### config.mk
export PLATFORM = sky130hd
export DESIGN_NAME = jvm_decode_sequencer_flat
export DESIGN_NICKNAME = d
export VERILOG_FILES = /design/src/rtl/jvm_decode_sequencer_if.sv /design/src/rtl/jvm_decode_sequencer.sv /design/src/flat_wrapper.sv
export SDC_FILE = /design/constraint.sdc
export NUM_CORES = 1
export LEC_CHECK = 0
export CAP_MARGIN = 15
export CORE_MARGIN = 2
export CORE_UTILIZATION = 50
export CTS_CLUSTER_SIZE = 8
export DETAILED_ROUTE_END_ITERATION = 10
export DONT_BUFFER_PORTS = 1
export PLACE_DENSITY = 0.65
export SLEW_MARGIN = 20
export SYNTH_ARGS = -nofsm -noshare
export SYNTH_HDL_FRONTEND = slang
export SYNTH_SLANG_ARGS = --single-unit
### constraint.sdc
create_clock -name clk -period 2.8 [get_ports clk]
set_clock_uncertainty 0.1 [all_clocks]
set_input_delay 0.14 -clock clk [delete_from_list [all_inputs] [get_ports clk]]
set_output_delay 0.14 -clock clk [all_outputs]
set_load 0.1 [all_outputs]
### src/rtl/jvm_decode_sequencer_if.sv
// Handshake bundle between the bytecode sequencer and its neighbours.
// The sequencer uses the master modport; the surrounding environment uses slave.
interface jvm_decode_sequencer_if #(
  parameter int ADRW = 8,
  parameter int PCW  = 3
);
  logic [7:0]      ib_data;
  logic            ib_valid;
  logic            ib_ready;
  logic [PCW-1:0]  pcount;
  logic [7:0]      opcode;
  logic            is_wide;
  logic [7:0]      pb_data;
  logic            pb_valid;
  logic            pb_last;
  logic            pb_ready;
  logic [ADRW-1:0] uadr;
  logic            uadr_valid;
  logic            uadr_ready;
  logic [ADRW-1:0] next_uadr;
  logic            busy;
  logic            perr;
  logic [31:0]     icount;

  modport master (
    input  ib_data, ib_valid, pcount, pb_ready, uadr_ready, next_uadr,
    output ib_ready, opcode, is_wide, pb_data, pb_valid, pb_last,
           uadr, uadr_valid, busy, perr, icount
  );

  modport slave (
    output ib_data, ib_valid, pcount, pb_ready, uadr_ready, next_uadr,
    input  ib_ready, opcode, is_wide, pb_data, pb_valid, pb_last,
           uadr, uadr_valid, busy, perr, icount
  );
endinterface

### src/rtl/jvm_decode_sequencer.sv
// JVM bytecode fetch/decode sequencer: strips NOP/WIDE, forwards operands, walks microcode chain.
// Optional macro DECODE_ICOUNT_EN builds the completed-instruction counter on icount.
module jvm_decode_sequencer #(
  parameter int         ADRW    = 8,
  parameter int         PCW     = 3,
  parameter int         MAXP    = 4,
  parameter logic [7:0] WIDE_OP = 8'hC4,
  parameter logic [7:0] NOP_OP  = 8'h00
) (
  input logic clk,
  input logic reset,
  jvm_decode_sequencer_if.master bus
);
  localparam int CW = $clog2(MAXP + 1);

  typedef enum logic [1:0] {FETCH, DECODE, PARAMS, ITER} state_t;

  state_t          state;
  logic            alive;
  logic            wide_pending;
  logic [7:0]      opcode_q;
  logic            is_wide_q;
  logic [7:0]      pb_data_q;
  logic            pb_valid_q;
  logic            pb_last_q;
  logic [ADRW-1:0] uadr_q;
  logic            uadr_valid_q;
  logic            perr_q;
  logic [CW-1:0]   cnt;
  logic [CW-1:0]   neff;

  logic            ib_ready_c;
  logic            ib_hs;
  logic [PCW:0]    neff_raw;
  logic            clamp;
  logic [CW-1:0]   neff_next;

  // In PARAMS the single operand slot may refill in the same cycle it drains,
  // but never beyond the effective operand count.
  always_comb begin
    ib_ready_c = 1'b0;
    case (state)
      FETCH:   ib_ready_c = alive;
      PARAMS:  ib_ready_c = (cnt != neff) && (!pb_valid_q || bus.pb_ready);
      default: ib_ready_c = 1'b0;
    endcase
  end

  assign ib_hs     = bus.ib_valid & ib_ready_c;
  assign neff_raw  = {1'b0, bus.pcount} << is_wide_q;
  assign clamp     = 32'(neff_raw) > 32'(MAXP);
  assign neff_next = clamp ? CW'(MAXP) : CW'(neff_raw);

  always_ff @(posedge clk or posedge reset) begin
    if (reset) begin
      state        <= FETCH;
      alive        <= 1'b0;
      wide_pending <= 1'b0;
      opcode_q     <= '0;
      is_wide_q    <= 1'b0;
      pb_data_q    <= '0;
      pb_valid_q   <= 1'b0;
      pb_last_q    <= 1'b0;
      uadr_q       <= '0;
      uadr_valid_q <= 1'b0;
      perr_q       <= 1'b0;
      cnt          <= '0;
      neff         <= '0;
    end else begin
      alive <= 1'b1;
      case (state)
        FETCH: begin
          if (ib_hs) begin
            if (bus.ib_data == NOP_OP) begin
              wide_pending <= 1'b0;
            end else if (bus.ib_data == WIDE_OP) begin
              wide_pending <= 1'b1;
            end else begin
              opcode_q     <= bus.ib_data;
              is_wide_q    <= wide_pending;
              wide_pending <= 1'b0;
              state        <= DECODE;
            end
          end
        end
        DECODE: begin
          neff <= neff_next;
          cnt  <= '0;
          if (clamp) perr_q <= 1'b1;
          if (neff_next == '0) begin
            uadr_q       <= ADRW'(opcode_q);
            uadr_valid_q <= 1'b1;
            state        <= ITER;
          end else begin
            state <= PARAMS;
          end
        end
        PARAMS: begin
          if (pb_valid_q && bus.pb_ready && pb_last_q) begin
            pb_valid_q   <= 1'b0;
            pb_last_q    <= 1'b0;
            uadr_q       <= ADRW'(opcode_q);
            uadr_valid_q <= 1'b1;
            state        <= ITER;
          end else if (ib_hs) begin
            pb_data_q  <= bus.ib_data;
            pb_valid_q <= 1'b1;
            cnt        <= cnt + CW'(1);
            pb_last_q  <= (cnt + CW'(1)) == neff;
          end else if (bus.pb_ready) begin
            pb_valid_q <= 1'b0;
          end
        end
        ITER: begin
          if (bus.uadr_ready) begin
            if (bus.next_uadr != '0) begin
              uadr_q <= bus.next_uadr;
            end else begin
              uadr_valid_q <= 1'b0;
              is_wide_q    <= 1'b0;
              state        <= FETCH;
            end
          end
        end
        default: state <= FETCH;
      endcase
    end
  end

`ifdef DECODE_ICOUNT_EN
  logic [31:0] icount_q;
  logic        icount_inc;

  // NOPs and chain ends each retire one instruction; WIDE prefixes do not.
  assign icount_inc = (state == FETCH && ib_hs && bus.ib_data == NOP_OP) ||
                      (state == ITER && uadr_valid_q && bus.uadr_ready && bus.next_uadr == '0);

  always_ff @(posedge clk or posedge reset) begin
    if (reset) begin
      icount_q <= '0;
    end else if (icount_inc) begin
      icount_q <= icount_q + 32'd1;
    end
  end

  assign bus.icount = icount_q;
`else
  assign bus.icount = '0;
`endif

  assign bus.ib_ready   = ib_ready_c;
  assign bus.opcode     = opcode_q;
  assign bus.is_wide    = is_wide_q;
  assign bus.pb_data    = pb_data_q;
  assign bus.pb_valid   = pb_valid_q;
  assign bus.pb_last    = pb_last_q;
  assign bus.uadr       = uadr_q;
  assign bus.uadr_valid = uadr_valid_q;
  assign bus.busy       = (state != FETCH);
  assign bus.perr       = perr_q;
endmodule

### src/flat_wrapper.sv
// flat-port wrapper written by rule: the top's interface ports become plain ports
module jvm_decode_sequencer_flat 
#(
  parameter int         ADRW    = 8,
  parameter int         PCW     = 3,
  parameter int         MAXP    = 4,
  parameter logic [7:0] WIDE_OP = 8'hC4,
  parameter logic [7:0] NOP_OP  = 8'h00
)
  (clk, reset, bus_ib_data, bus_ib_valid, bus_pcount, bus_pb_ready, bus_uadr_ready, bus_next_uadr, bus_ib_ready, bus_opcode, bus_is_wide, bus_pb_data, bus_pb_valid, bus_pb_last, bus_uadr, bus_uadr_valid, bus_busy, bus_perr, bus_icount);
  jvm_decode_sequencer_if #(.ADRW(ADRW), .PCW(PCW)) bus_i ();
  input logic clk;
  input logic reset;
  input wire logic [$bits(bus_i.ib_data)-1:0] bus_ib_data;
  input wire logic [$bits(bus_i.ib_valid)-1:0] bus_ib_valid;
  input wire logic [$bits(bus_i.pcount)-1:0] bus_pcount;
  input wire logic [$bits(bus_i.pb_ready)-1:0] bus_pb_ready;
  input wire logic [$bits(bus_i.uadr_ready)-1:0] bus_uadr_ready;
  input wire logic [$bits(bus_i.next_uadr)-1:0] bus_next_uadr;
  output wire logic [$bits(bus_i.ib_ready)-1:0] bus_ib_ready;
  output wire logic [$bits(bus_i.opcode)-1:0] bus_opcode;
  output wire logic [$bits(bus_i.is_wide)-1:0] bus_is_wide;
  output wire logic [$bits(bus_i.pb_data)-1:0] bus_pb_data;
  output wire logic [$bits(bus_i.pb_valid)-1:0] bus_pb_valid;
  output wire logic [$bits(bus_i.pb_last)-1:0] bus_pb_last;
  output wire logic [$bits(bus_i.uadr)-1:0] bus_uadr;
  output wire logic [$bits(bus_i.uadr_valid)-1:0] bus_uadr_valid;
  output wire logic [$bits(bus_i.busy)-1:0] bus_busy;
  output wire logic [$bits(bus_i.perr)-1:0] bus_perr;
  output wire logic [$bits(bus_i.icount)-1:0] bus_icount;
  assign bus_i.ib_data = bus_ib_data;
  assign bus_i.ib_valid = bus_ib_valid;
  assign bus_i.pcount = bus_pcount;
  assign bus_i.pb_ready = bus_pb_ready;
  assign bus_i.uadr_ready = bus_uadr_ready;
  assign bus_i.next_uadr = bus_next_uadr;
  assign bus_ib_ready = bus_i.ib_ready;
  assign bus_opcode = bus_i.opcode;
  assign bus_is_wide = bus_i.is_wide;
  assign bus_pb_data = bus_i.pb_data;
  assign bus_pb_valid = bus_i.pb_valid;
  assign bus_pb_last = bus_i.pb_last;
  assign bus_uadr = bus_i.uadr;
  assign bus_uadr_valid = bus_i.uadr_valid;
  assign bus_busy = bus_i.busy;
  assign bus_perr = bus_i.perr;
  assign bus_icount = bus_i.icount;
  jvm_decode_sequencer #(.ADRW(ADRW), .PCW(PCW), .MAXP(MAXP), .WIDE_OP(WIDE_OP), .NOP_OP(NOP_OP)) u_core (.clk(clk), .reset(reset), .bus(bus_i));
endmodule
### After elaboration in Yosys (flattened, before gate mapping)

Cells that the tools add are included.

| operators by class | value |
|---|---|
| equality and inequality tests | 16 |
| bitwise operators | 4 |
| add/subtract/negate cells | 1 |
| magnitude comparators | 1 |
| multiplexer cells | 34 |
| shift-type cells | 1 |
| reduce and logical (&&, ||, !) cells | 26 |

Operator list:

| kind | number |
|---|---|
| 8-bit 2-to-1 mux | 4 |
| 8-bit one-hot mux with 3 select lines | 1 |
| 1-bit 2-to-1 mux | 15 |
| 2-bit 2-to-1 mux | 6 |
| 6-bit AND reduction | 2 |
| 2-bit by 1-bit != test with 1-bit output, second input constant | 5 |
| 2-bit != test, second input constant | 5 |
| 5-bit AND reduction | 2 |
| 3-bit 2-to-1 mux | 3 |
| 8-bit equality test, second input constant | 1 |
| 8-bit logical NOT | 1 |
| 2-bit one-hot mux with 4 select lines | 1 |
| 2-bit AND reduction | 4 |
| 2-bit nonzero test | 4 |
| 8-bit nonzero test | 1 |
| 3-bit one-hot mux with 2 select lines | 1 |
| 3-bit AND reduction | 2 |
| 3-bit nonzero test | 2 |
| 2-bit equality test, second input constant | 2 |
| 4-bit by 3-bit greater-than comparator with 1-bit output, second input constant | 1 |
| 1-bit one-hot mux with 2 select lines | 2 |
| 4-bit AND reduction | 1 |
| 3-bit by 1-bit left shift with 4-bit output | 1 |
| 3-bit by 1-bit adder with 3-bit output, second input constant | 1 |
| other kinds (11) | 15 |

| storage, ports and cells | value |
|---|---|
| input bits | 24 |
| register bits after elaboration | 39 |
| output and inout bits | 63 |

### Longest topological paths before layout

Gate-level depths: netlist of run 1.

| logic depth | value |
|---|---|
| depth after elaboration | 8 |
| gate-level depth with buffers | 8 |
| gate-level depth less buffers | 7 |

### Least setup slack after synthesis of run 1

OpenSTA, ideal clock, no wires.

| timing | value |
|---|---|
| kind | register to register |
| start point | reg u_core.state[0] |
| end point | reg u_core.uadr_q[0], in the netlist u_core.bus.uadr[0] |
| buffers on the path | 1 |
| slack | 277 ps |
| stages on the path, launching flop included | 8 |
| library setup time | 128 ps |
| arrival | 2295 ps |
| required time | 2572 ps |
| cells stage by stage | dfrtp_1 > inv_1 > ha_1 > buf_4 > inv_1 > o2111ai_1 > o21bai_2 > mux2_1 |

| between the ends | value |
|---|---|
| word-level cells in the longest chain between the ends | 3 |
| elaborated cells between the ends (all ways) | 10 |

Ends and longest elaborated chain:

| element | RTL line | source |
|---|---|---|
| start, declared | jvm_decode_sequencer.sv:18 | `state_t state;` |
| start signal, assigned | jvm_decode_sequencer.sv:56 | `state <= FETCH;` |
| start signal, assigned | jvm_decode_sequencer.sv:82 | `state <= DECODE;` |
| start signal, assigned | jvm_decode_sequencer.sv:93 | `state <= ITER;` |
| 2-bit equality test / 2-bit by 1-bit equality test with 1-bit output (equally long branches) | jvm_decode_sequencer.sv:71 | `case (state)` |
| 2-bit by 1-bit != test with 1-bit output (no source line), or another cell as far along | -- |  |
| 5-bit AND reduction (no source line) | -- |  |
| end signal, assigned | jvm_decode_sequencer.sv:91 | `uadr_q <= ADRW'(opcode_q);` |
| end signal, assigned | jvm_decode_sequencer.sv:102 | `uadr_q <= ADRW'(opcode_q);` |
| end signal, assigned | jvm_decode_sequencer.sv:117 | `uadr_q <= bus.next_uadr;` |
| end, declared | jvm_decode_sequencer.sv:26 | `logic [ADRW-1:0] uadr_q;` |

Several ways; a longest one is shown, not always the timed one.
A chain may end at the register's enable or synchronous reset.

### Worst setup path in the final report of run 1

| timing | value |
|---|---|
| start point | reg u_core.state[0] |
| end point | reg u_core.opcode_q[3], in the netlist u_core.bus.opcode[3] |

| between the ends | value |
|---|---|
| word-level cells in the longest chain between the ends | 4 |
| elaborated cells between the ends (all ways) | 5 |

Ends and longest elaborated chain:

| element | RTL line | source |
|---|---|---|
| 2-bit equality test / 2-bit logical NOT (equally long branches) | jvm_decode_sequencer.sv:42, jvm_decode_sequencer.sv:71 |  |
| 1-bit one-hot mux with 2 select lines | jvm_decode_sequencer.sv:42 | `case (state)` |
| 1-bit AND | jvm_decode_sequencer.sv:49 | `assign ib_hs = bus.ib_valid & ib_ready_c;` |
| 4-bit AND reduction (no source line) (*) | -- |  |
| end signal, assigned | jvm_decode_sequencer.sv:79 | `opcode_q <= bus.ib_data;` |
| end, declared | jvm_decode_sequencer.sv:21 | `logic [7:0] opcode_q;` |

Every way passes the cells marked *; elsewhere a longest branch is shown, timed or not.

==> run_results.csv, run 1 <==
group,metric,value,unit
synth,syn_area,2320,sq um
global_route,grtUsageMet3,6.11,%
timing,worst_pin_slew,976,ps
timing,rsz0062_at_grt,"no",
timing,min_period,2430,ps
timing,max_slew_margin,35.0,%
synth,avgSynthCellArea,11.0,sq um
clock_tree,insertion_delay,300,ps
global_route,met1_usage,24.4,%
floorplan,dieArea,5200,sq um
floorplan,std_cell_rows,24,
route,avgViaCountPerCell,5.27,
synth,synth.largest_area_cell,"dfrtp_1",
floorplan,fp.dieW,72.1,um
floorplan,boundaryPins,87,
synth,synthArstFlopShare,100,%
synth,netlist_top_cells_area,"dfrtp_1 (42%), mux2_2 (14%), buf_4 (11%)",
synth,synth-seq-area-share,42.1,%
clock_tree,cts_tree,"yes",
worst_setup_path,cp-start-kind,"register",
synth,synth_top_flop_cell,"dfrtp_1",
placed_design,portBuffers,0,
job,cap_violations,0,
worst_setup_path,worstPathMaxFanout,12,
layout,nFillCells,383,
worst_setup_path,cp-startpoint,"u_core.state[0]$_DFFE_PP0P_",
route,drtIter0Drc,46,
status,status,"completed",
synth,synth_top_area_share,42.1,%
worst_hold_path,hp-start,"bus_next_uadr[0]",
clock_tree,numCtsBuffers,5,
clock_tree,cts_setup_buffers,0,
timing,final_max_slew_viol_count,0,
floorplan,start_util,52.5,%
timing,finalSetupViolCount,0,
route,wl,4280,um
synth,synth_cell_types,42,
global_route,grt_pass1_vias,1419,
clock_tree,cts-root-buf,"clkbuf_8",
layout,area_growth,7.77,%
worst_setup_path,crit_arrival,2520,ps
global_route,grt.busiest_layer,"met2",
timing,final.period_utilization,86.8,%
synth,syn_inst,211,
route,drt_first_pass_iters,4,
worst_setup_path,worst_setup_path_end_kind,"register",
global_route,grt_first_pass_wirelength,7070,um
global_route,grt_use_met2,26.7,%
synth,ys_warn_count,0,
global_route,grt_max_degree,40,
global_route,grt_overflow_total,0,
floorplan,dieHeight,72.1,um
worst_setup_path,path_class,"reg2reg",
layout,diodes,0,
global_route,track_usage,17.9,%
clock_tree,cts_buffer_depth,2,
clock_tree,path_clk_slew,80,ps
route,num_vias,1503,
layout,final_nets,261,
timing,max_freq,0.411,GHz
route,wl_per_cell,15.0,um
worst_setup_path,cp_data_required_time,2890,ps
worst_hold_path,hold_class,"in2reg",
global_route,antenna_found_initial,0,
floorplan,coreArea,4410,sq um
route,ant_nets,0,
route,drc,0,
placed_design,place.detailed.hpwl,3200,um
synth,synth_seq_cells,39,
synth,synth_common_cells,"dfrtp_1 (39), buf_4 (33), mux2_2 (28)",
timing,hold_violations,0,
worst_setup_path,regToRegStartpoint,"u_core.state[0]$_DFFE_PP0P_",
synth,synth_most_common_cell,"dfrtp_1",
clock_tree,cts_sinks,39,
placed_design,place.gp.congestion,0.806,
synth,synth_edf_count,0,
layout,drive_gt1_share,26.6,%
layout,post-route-util,56.6,%
timing,fin_tns_setup,0,ps
clock_tree,htreeDepth,2,
==> cell families after synthesis <==
logic type	count (synthesis)	synth area share (%)
AOI/OAI and AO/OA	28	9.17
xor gates and xnor gates	5	2.86
adders and majority gates	5	2.70
buffers and inverters	46	13.1
DFF	39	42.1
muxes	37	19.3
other	2	0.324
and+or+nand+nor	49	10.5
==> metrics by stage <==
step	hold slack, ps	setup slack, ps	std cells	cell area [sq um]
2_1_floorplan	189	277	242	2430
3_3_place_gp	80.3	452	265	2290
3_5_place_dp	83.6	385	265	2290
4_1_cts	6.72	386	285	2500
5_1_grt	18.4	188	285	2500
6_report	6.97	369	285	2500
==> sequential cells by signal, summed over array words and instances, names as in the netlist, 2 cells and up <==
signal and count:
u_core.bus.opcode 8, u_core.bus.pb_data 8, u_core.bus.uadr 8, u_core.cnt 3, u_core.neff 3, u_core.state 2
==> repair_timing <==
action | 4_1_cts | 5_1_grt
gates resized for setup | 0 | 0
endpoints found under the hold margin | 58 | 0
hold buffers | 12 | 0
==> cell usage in the layout, fill, tap and decap left out, types with 6 or more instances in the layout <==
cell type,netlist,routed
mux2_4,8,8
inv_1,9,9
mux2_2,28,28
nand2_1,17,17
buf_4,33,8
a21oi_1,6,6
dfrtp_1,39,39
conb_1,2,33
nand3_1,7,7
dlygate4sd3_1,0,12
==> layer usage <==
layer	up-vias	share of wire, %
li1	705	-
met1	722	45
met2	67	46
met3	9	8.0
met4	0	1.7
met5	-	0
==> cell type report <==
cell class / count / area, sq um / area share (%)
Multi-Input combinational cell: 157 / 1150 / 46.2
Sequential cell: 39 / 976 / 39.1
Timing Repair Buffer: 20 / 180 / 7.21
Clock buffer: 5 / 68.8 / 2.75
Tap cell: 52 / 65.1 / 2.60
Inverter: 9 / 33.8 / 1.35
Clock inverter: 3 / 20.0 / 0.801
==> worst paths after layout <==
check	end	slack, ps	cells after the start
min	u_core.bus.uadr[0]$_DFFE_PP0P_	7	2
max	u_core.bus.opcode[3]$_DFFE_PP0P_	370	6
max reg2reg	u_core.bus.opcode[3]$_DFFE_PP0P_	370	6
min reg2reg	u_core.wide_pending$_DFFE_PP0P_	420	1
max in group asynchronous	u_core.bus.opcode[1]$_DFFE_PP0P_	1950	3
min in group asynchronous	u_core.bus.pb_data[6]$_DFFE_PP0P_	290	3
==> worst max-delay path, cell delays in order, from the launching register on <==
cell and delay (ps):
dfrtp_1 430, inv_1 110, ha_1 400, o311ai_2 210, a211oi_2 310, nand2b_1 340, mux2_4 410
Power of run 1 is left out: the tool's default activity adds up to more than one toggle a clock period on the data nets, which glitch-free logic cannot reach.
==> run 2, diff against run 1 <==
--- a/config.mk
+++ b/config.mk
@@ -5,6 +5,7 @@
 export SDC_FILE = /design/constraint.sdc
 export NUM_CORES = 1
 export LEC_CHECK = 0
+export ABC_AREA = 1
 export CAP_MARGIN = 15
 export CORE_MARGIN = 2
 export CORE_UTILIZATION = 50
==> run 2 against run 1 <==
  * Largest cell class unchanged
  * Global-route usage up 3.1 points
  * Routed wire length up 17%
  * Core utilization up 6.0 points
  * Highest routed layer unchanged
  * Worst hold slack worse by 3.5 ps
  * Cell count up 38%
  * Synthesized cell count up 36%
  * Non-clock buffer count up 30
==> run_results.csv, run 2 <==
group,metric,value,unit
global_route,antenna_found_initial,0,
route,drt_first_pass_iters,4,
clock_tree,path_clk_slew,70,ps
worst_setup_path,path_class,"reg2reg",
job,cap_violations,0,
route,m1WireLength,2160,um
route,drtIter0Drc,65,
clock_tree,cts_buffer_depth,2,
worst_setup_path,cp_data_required_time,2910,ps
clock_tree,ctsResizeCount,0,
timing,finalSetupViolCount,0,
route,wl,5020,um
route,wl_met3,486,um
synth,synth_seq_cells,39,
status,status,"completed",
layout,final_nets,368,
global_route,grt_first_pass_wirelength,8410,um
layout,final_common_cell,"nand2_1",
timing,final.period_utilization,77.1,%
worst_setup_path,r2r_slack,640,ps
timing,min_period,2160,ps
worst_setup_path,regToRegStartpoint,"u_core.state[0]$_DFFE_PP0P_",
global_route,grt_pass1_vias,1772,
synth,synth_fa_ha_area_share,2.78,%
synth,synth_top_flop_cell,"dfrtp_1",
route,wl_met2,2310,um
synth,synth-xor-area-share,1.17,%
worst_hold_path,hold_class,"in2reg",
synth,synth-seq-area-share,43.4,%
clock_tree,cts_tree,"yes",
worst_setup_path,endpoint,"u_core.bus.uadr[1]$_DFFE_PP0P_",
worst_setup_path,timing.rr.end,"u_core.bus.uadr[1]$_DFFE_PP0P_",
route,ant_nets,0,
route,drc,0,
floorplan,boundaryPins,87,
worst_setup_path,reg2regPathDepth,7,
floorplan,std_cell_rows,24,
floorplan,fp.dieW,71.1,um
clock_tree,cts-root-buf,"clkbuf_8",
placed_design,place_inst,361,
synth,synth_most_common_cell,"nand2_1",
layout,drive_gt1_share,14.7,%
timing,max_freq,0.463,GHz
clock_tree,htreeDepth,2,
route,top_layer,"met4",
worst_setup_path,cp-startpoint,"u_core.state[0]$_DFFE_PP0P_",
timing,worst_pin_slew,920,ps
worst_hold_path,min_path_cells,2,
synth,synth_top_family_by_area,"simple AND/OR/NAND/NOR gates",
route,num_vias,1943,
layout,diodes,0,
global_route,track_usage,21.0,%
timing,fin_tns_setup,0,ps
floorplan,dieHeight,71.1,um
synth,muxShareOfSynthArea,0,%
synth,syn_area,2250,sq um
worst_setup_path,cp-start-kind,"register",
synth,synth.largest_area_cell,"dfrtp_1",
synth,netlist_top_cells_area,"dfrtp_1 (43%), nand2_1 (16%), buf_4 (11%)",
synth,syn_inst,288,
synth,synth_edf_count,0,
synth,avgSynthCellArea,7.81,sq um
clock_tree,numCtsBuffers,5,
route,wl_per_cell,12.8,um
timing,max_slew_margin,38.7,%
synth,synth_cell_types,32,
layout,area_growth,21.1,%
placed_design,place.detailed.hpwl,3620,um
floorplan,coreArea,4350,sq um
clock_tree,cts_sinks,39,
layout,fin_cells,392,
synth,ys_warn_count,0,
worst_setup_path,worst_setup_path_end_kind,"register",
synth,synthArstFlopShare,100,%
floorplan,start_util,51.6,%
placed_design,place.gp.congestion,0.850,
synth,synth-compound-area-share,6.57,%
placed_design,portBuffers,0,
route,avgViaCountPerCell,4.96,
worst_setup_path,crit_arrival,2280,ps
synth,synth_common_cells,"nand2_1 (93), dfrtp_1 (39), buf_4 (33)",
timing,rsz0062_at_grt,"no",
synth,synthSimpleGateAreaFrac,29.9,%
timing,final_max_slew_viol_count,0,
timing,setup_slack,640,ps
placed_design,place_ws,631,ps
layout,post-route-util,62.6,%
worst_setup_path,worstPathMaxFanout,16,
global_route,grt_max_degree,23,
synth,synth_top_area_share,43.4,%
layout,final_cell_mix,"nand2_1 (93), dfrtp_1 (39), conb_1 (33)",
global_route,grt_overflow_total,0,
clock_tree,insertion_delay,290,ps
timing,hold_violations,0,
floorplan,dieArea,5050,sq um
## run 2: cell count changes in the layout (fill, tap and decap cells not counted), moves of 7 or more
cell / delta
buf_4: +19
dlygate4sd3_1: +11
inv_1: +7
mux2_2: -28
mux2_4: -8
nand2_1: +76
nand3_1: +16
nor2_1: +23
## run 2: how the worst min path moves through the flow
stage                                   endpoint           start
2_1_floorplan  u_core.bus.pb_data[0]$_DFFE_PP0P_  bus_ib_data[0]
3_3_place_gp           u_core.cnt[2]$_DFFE_PP0P_           reset
3_5_place_dp           u_core.cnt[2]$_DFFE_PP0P_           reset
4_1_cts              u_core.bus.perr$_DFFE_PP0P_   bus_pcount[0]
5_1_grt              u_core.bus.perr$_DFFE_PP0P_   bus_pcount[0]
6_report             u_core.bus.perr$_DFFE_PP0P_   bus_pcount[0]
## run 2: per-stage QoR
stage | instance area (sq um) | hold WS [ps]
after floorplan | 2360 | 157
after global placement | 2360 | 140
after detailed placement | 2360 | 148
after CTS | 2720 | 7.17
after global routing | 2720 | 17.8
final | 2720 | 3.43
## run 2: layout make-up
cell class                 instances  area [sq um]
multi-input combinational        221          1030
timing repair buffer              50           433
sequential                        39           976
inverter                          22          85.1
fill                             401          1630
clock inverter                     2          60.1
tap                               52          65.1
clock buffer                       6          72.6
## run 2: routing by layer
layer	vias to the layer above	track usage, %
met2	95	32.6
met5	-	0
li1	954	-
met1	886	28.5
met4	0	6.08
met3	8	6.55
## run 2: cells by family (layout without fill, tap and decap cells)
| logic type | count (synthesis) | in the layout |
|---|---|---|
| compound gates | 23 | 23 |
| buf+inv | 59 | 80 |
| xor+xnor | 3 | 3 |
| other cells | 2 | 33 |
| flops | 39 | 39 |
| fa+ha+maj | 5 | 5 |
| simple gates | 157 | 157 |
## run 2: timing repair
action | CTS | global route
endpoints found under the hold margin | 49 | 0
setup buffers | 0 | 0
hold buffers | 23 | 0
## run 2: critical path, stage by stage, from the launching register on
cell	delay [ps]
dfrtp_1	440
inv_1	90
ha_1	280
inv_4	290
nand3_4	130
nor3_4	510
nor2_1	100
a31oi_2	150
Power of run 2 is left out for the same reason.
